===== src/rtl/mem_arbiter_pkg.sv =====
// Shared definitions for the unified memory port arbiter and the cache controllers.
// Covers the arbiter state encoding and the line address/data widths.
package mem_arbiter_pkg;

    localparam int LINE_ADDR_W = 14;
    localparam int LINE_DATA_W = 64;

    typedef enum logic [1:0] {
        IDLE   = 2'b00,
        I_BUSY = 2'b01,
        D_BUSY = 2'b10
    } arb_state_e;

endpackage


===== src/rtl/mem_arbiter_starve_cnt.sv =====
// Saturating counter of consecutive dcache wins while icache is kept waiting.
// Raises at_limit once the count reaches LIMIT; clr takes precedence over inc.
module mem_arbiter_starve_cnt #(
    parameter int LIMIT = 3,
    parameter int CNT_W = 2
) (
    input  logic clk,
    input  logic rst,
    input  logic inc,
    input  logic clr,
    output logic at_limit
);

    logic [CNT_W-1:0] cnt;

    assign at_limit = (cnt == CNT_W'(LIMIT));

    always_ff @(posedge clk or posedge rst) begin
        if (rst) begin
            cnt <= '0;
        end else if (clr) begin
            cnt <= '0;
        end else if (inc && !at_limit) begin
            cnt <= cnt + CNT_W'(1);
        end
    end

endmodule


===== src/rtl/mem_arbiter.sv =====
// Shares one multi-cycle memory port between icache and dcache.
// dcache has fixed priority; icache is forced through after STARVE_LIMIT consecutive dcache wins.
module mem_arbiter
    import mem_arbiter_pkg::*;
#(
    parameter int STARVE_LIMIT = 3,
    parameter int CNT_W        = 2
) (
    input  logic                   clk,
    input  logic                   rst,
    input  logic                   i_re,
    input  logic [LINE_ADDR_W-1:0] i_addr,
    output logic                   i_rdy,
    output logic [LINE_DATA_W-1:0] i_rd_data,
    input  logic                   d_re,
    input  logic                   d_we,
    input  logic [LINE_ADDR_W-1:0] d_addr,
    input  logic [LINE_DATA_W-1:0] d_wr_data,
    output logic                   d_rdy,
    output logic [LINE_DATA_W-1:0] d_rd_data,
    output logic                   m_re,
    output logic                   m_we,
    output logic [LINE_ADDR_W-1:0] m_addr,
    output logic [LINE_DATA_W-1:0] m_wr_data,
    input  logic [LINE_DATA_W-1:0] m_rd_data,
    input  logic                   m_rdy
);

    arb_state_e             state;
    logic [LINE_ADDR_W-1:0] addr_q;
    logic [LINE_DATA_W-1:0] wr_data_q;
    logic                   at_limit;
    logic                   grant_d;
    logic                   grant_i;

    // Grants are only evaluated in IDLE, which enforces the turnaround cycle between transactions.
    assign grant_d = (state == IDLE) && (d_re || d_we) && !(i_re && at_limit);
    assign grant_i = (state == IDLE) && i_re && !grant_d;

    mem_arbiter_starve_cnt #(
        .LIMIT (STARVE_LIMIT),
        .CNT_W (CNT_W)
    ) u_starve_cnt (
        .clk      (clk),
        .rst      (rst),
        .inc      (grant_d && i_re),
        .clr      (grant_i || (grant_d && !i_re)),
        .at_limit (at_limit)
    );

    // NOTE: the completion pulse is combinational from m_rdy so rdy lands in the same cycle;
    // it is gated by the registered state, so reset still silences it immediately.
    assign i_rdy     = (state == I_BUSY) && m_rdy;
    assign d_rdy     = (state == D_BUSY) && m_rdy;
    assign i_rd_data = i_rdy ? m_rd_data : '0;
    assign d_rd_data = d_rdy ? m_rd_data : '0;
    assign m_addr    = addr_q;
    assign m_wr_data = wr_data_q;

    // NOTE: all state here uses non-blocking assignments so every register samples pre-edge values.
    always_ff @(posedge clk or posedge rst) begin
        if (rst) begin
            state     <= IDLE;
            addr_q    <= '0;
            wr_data_q <= '0;
            m_re      <= 1'b0;
            m_we      <= 1'b0;
        end else begin
            case (state)
                IDLE: begin
                    if (grant_d) begin
                        state     <= D_BUSY;
                        addr_q    <= d_addr;
                        wr_data_q <= d_wr_data;
                        m_we      <= d_we;
                        m_re      <= !d_we;
                    end else if (grant_i) begin
                        state  <= I_BUSY;
                        addr_q <= i_addr;
                        m_re   <= 1'b1;
                        m_we   <= 1'b0;
                    end
                end
                I_BUSY, D_BUSY: begin
                    if (m_rdy) begin
                        state <= IDLE;
                        m_re  <= 1'b0;
                        m_we  <= 1'b0;
                    end
                end
                default: begin
                    state <= IDLE;
                    m_re  <= 1'b0;
                    m_we  <= 1'b0;
                end
            endcase
        end
    end

endmodule


===== config.mk =====
export PLATFORM = sky130hd
export DESIGN_NAME = mem_arbiter
export DESIGN_NICKNAME = d
export VERILOG_FILES = /design/src/rtl/mem_arbiter_pkg.sv /design/src/rtl/mem_arbiter_starve_cnt.sv /design/src/rtl/mem_arbiter.sv
export SDC_FILE = /design/constraint.sdc
export NUM_CORES = 1
export LEC_CHECK = 0
export CELL_PAD_IN_SITES_DETAIL_PLACEMENT = 1
export CELL_PAD_IN_SITES_GLOBAL_PLACEMENT = 1
export CORE_MARGIN = 1
export CORE_UTILIZATION = 23
export CTS_CLUSTER_DIAMETER = 50
export DETAILED_ROUTE_END_ITERATION = 16
export PLACE_DENSITY_LB_ADDON = 0.1
export SYNTH_ARGS = -nofsm -noshare
export SYNTH_HDL_FRONTEND = slang
export SYNTH_SLANG_ARGS = --single-unit

===== constraint.sdc =====
create_clock -name clk -period 3.6 [get_ports clk]
set_input_delay 0.72 -clock clk [delete_from_list [all_inputs] [get_ports clk]]
set_output_delay 0.72 -clock clk [all_outputs]
set_load 0.01 [all_outputs]

==> impl_metrics.py <==
metrics = {
    "outcome": {
        "status": "complete, no violations",
    },
    "timing": {
        "relSlewSlack_pct": 49.6,
        "tightest_slew_ns": 0.757,
        "skew_ns": 0.00430,
        "fmax_mhz": 318,
        "slew_viol_final": 0,
        "rsz0062_at_grt": "false",
        "finalSetupViolations": 0,
        "timing.final.crit_period_ns": 3.14,
        "hold_viol_final": 0,
        "fin_crit_sh_pct": 87.2,
        "fin_ws_ns": 0.459,
        "fin_tns_setup_ns": 0,
    },
    "setup_path": {
        "critical_path.max_stage_delay_ns": 0.56,
        "critPathMaxFanout": 65,
        "worstSetupStartpoint": "state[0]$_DFFE_PP0P_",
        "critPathLaunchType": "flop",
        "cp_slowest_cell": "clkdlybuf4s50_1",
        "cp-end-kind": "primary output",
        "arrival_ns": 2.42,
        "reg2reg_from": "state[0]$_DFFE_PP0P_",
        "r2r_slack_ns": 1.48,
        "path_class": "flop to primary output",
        "path_cells": "inv_1 -> ha_1 -> buf_4 -> and3_1 -> clkdlybuf4s50_1",
        "required_ns": 2.88,
    },
    "clock_network": {
        "path_clk_slew_ns": 0.06,
        "post_cts_buffers": 0,
        "cts.sinks": 84,
        "max-clock-path-buffers": 2,
        "worstSkewPairLatency_ns": 0.34,
        "cts_tree": "yes",
        "clock-root-buffer": "clkbuf_16",
        "htreeDepth": 3,
        "cts-buffers-inserted": 9,
        "cts.hold.buffers_added": 0,
        "post_cts_resize_count": 0,
    },
    "grt": {
        "grt_overflow": 0,
        "antenna_found_initial": 3,
        "grtUsageTotal_pct": 20.5,
        "grt_pass1_vias": 4969,
        "grt_pass1_wl_mm": 30.9,
        "grt_max_degree": 66,
    },
    "synthesis": {
        "synth-main-ff-cell": "dfrtp_1",
        "synthTopCellsByArea": "dfrtp_1, and3_1, mux2_2",
        "synth_enable_flop_cells": 0,
        "synth_seq_area_share_pct": 45.9,
        "syn_area_mm2": 0.00458,
        "synthCells": 400,
        "synthArstFlopShare_pct": 100,
        "syn_avg_cell_area_um2": 11.4,
        "ys_seq_elements": 84,
        "yosysTopAreaCell": "dfrtp_1",
        "synth_warnings": 0,
        "synth_fp_nets": 567,
        "synth.distinct_cells": 32,
        "netlist.area_leader.share_pct": 45.9,
    },
    "pwr": {
        "p_leak_nw": 3.92,
        "max-vdd-ir-drop_mv": 0.416,
        "power_density_mw_per_mm2": 699,
        "finalPower_mw": 6.16,
    },
    "routing": {
        "drt_iter0_markers": 148,
        "wl_mm": 21.4,
        "ant_nets": 0,
        "wl_per_cell_um": 21.0,
        "via_per_inst": 4.53,
        "dr.pass1.iters": 4,
        "vias": 4627,
        "drc": 0,
    },
    "worst_hold_path": {
        "hp-start": "u_starve_cnt.cnt[0]$_DFFE_PP0P_",
        "worstHoldPathType": "flop to flop",
    },
    "flow_run": {
        "drv_cap": 0,
    },
    "finish": {
        "drive_above_1_share_pct": 12.9,
        "fin_area_mm2": 0.00882,
        "final_cells": 1022,
        "areaGrowthSynthToFinish_pct": 92.8,
        "fin_nets": 916,
        "nFillCells": 2094,
    },
    "floorplanning": {
        "initial_core_util_pct": 23.5,
        "rows": 51,
        "fp.dieW_um": 143,
        "die_height_um": 143,
        "io_pins": 372,
        "fp.dieArea_mm2": 0.0205,
        "core-area_mm2": 0.0195,
    },
    "placed_design": {
        "place_inst": 1003,
        "preCtsSetupSlack_ns": 0.623,
        "io_buffer_count": 371,
        "gp_congestion": 0.869,
        "placed_area_mm2": 0.00854,
        "place_hpwl_mm": 16.5,
    },
}
==> cell usage after synthesis (3+ instances only) <==
cell and count:
o22ai_1 3, and3_1 128, a2bb2oi_1 14, buf_6 5, nand3b_1 14, mux2_2 37
a21oi_1 3, inv_1 4, buf_2 5, ha_1 5, and2_1 3, nand2_1 6
mux2i_1 14, mux2_4 27, clkbuf_1 32, dfrtp_1 84
==> state kept, by name, summed over array words and instances (netlist names) <==
| name | count |
|---|---|
| m_wr_data | 64 |
| u_starve_cnt.cnt | 2 |
| m_re | 1 |
| m_we | 1 |
| m_addr | 14 |
| state | 2 |
==> kinds of logic (layout without fill, tap and decap cells) <==
logic type | Yosys count | count (layout) | share of synthesized area, %
AND/OR/NAND/NOR | 157 | 157 | 21.4
other | 0 | 3 | 0
AO/OA/AOI/OAI | 28 | 28 | 5.25
multiplexers | 78 | 78 | 21.0
flip-flops | 84 | 84 | 45.9
adder cells (fa/ha/maj) | 5 | 5 | 1.37
buffers and inverters | 48 | 402 | 5.00
==> final cells by class <==
type                    count  area [um2]  area share [%]
repair buffers            382        3840            43.5
well taps                 265         332            3.76
multi-input cells         268        2250            25.5
clock buffers              11         243            2.75
inverters                   4        16.3           0.184
diodes                      3        7.51          0.0851
flip-flops and latches     84        2100            23.8
clock inverters             5        35.0           0.397
==> path summary, 6_finish.rpt <==
kind	end	cells after the start
max	d_rd_data[34]	5
min	u_starve_cnt.cnt[0]$_DFFE_PP0P_	1
max reg2reg	m_wr_data[37]$_DFFE_PP0P_	6
min reg2reg	u_starve_cnt.cnt[0]$_DFFE_PP0P_	1
max in group asynchronous	m_addr[3]$_DFFE_PP0P_	3
min in group asynchronous	m_wr_data[47]$_DFFE_PP0P_	2
==> metrics by stage <==
step	util, %	hold slack, ns
global route	45.3	0.517
finish	45.3	0.492
CTS	45.3	0.491
floorplan	-	0.451
global placement	43.9	0.466
detailed placement	43.9	0.488
==> power breakdown <==
part           internal (mW)  switching [mW]  total (mW)
clock network          0.488           0.394       0.882
registers               1.43           0.268        1.70
logic                   2.08            1.51        3.59
==> layer usage <==
layer / part of all wire, % / track usage (%) / wire length, um
met4: 2.2 / 6.23 / 467
met2: 52 / 37.0 / 11200
met1: 37 / 22.0 / 7920
met3: 8.5 / 7.88 / 1820
met5: 0 / 0 / 0
==> cells in the final DEF, fill, tap and decap left out, types with 2 or more instances in the layout <==
cell type	count
inv_1	3
mux2_4	27
mux2_2	37
nand2_1	6
and3_1	128
and2_1	2
mux2i_1	14
nand3b_1	14
clkdlybuf4s50_1	370
dfrtp_1	84
clkbuf_16	9
ha_1	5
diode_2	3
buf_4	7
clkinv_2	3
o22ai_1	3
a2bb2oi_1	14
buf_12	4
a21oi_1	3
==> critical path, delay by kind of cell (launching register included) <==
kind                       cells  cell delay, ns
and+or+nand+nor                1            0.33
buffers and inverters          3            1.18
adders and majority gates      1            0.16
DFF                            1            0.38
Power figures use the tool's default switching activity.
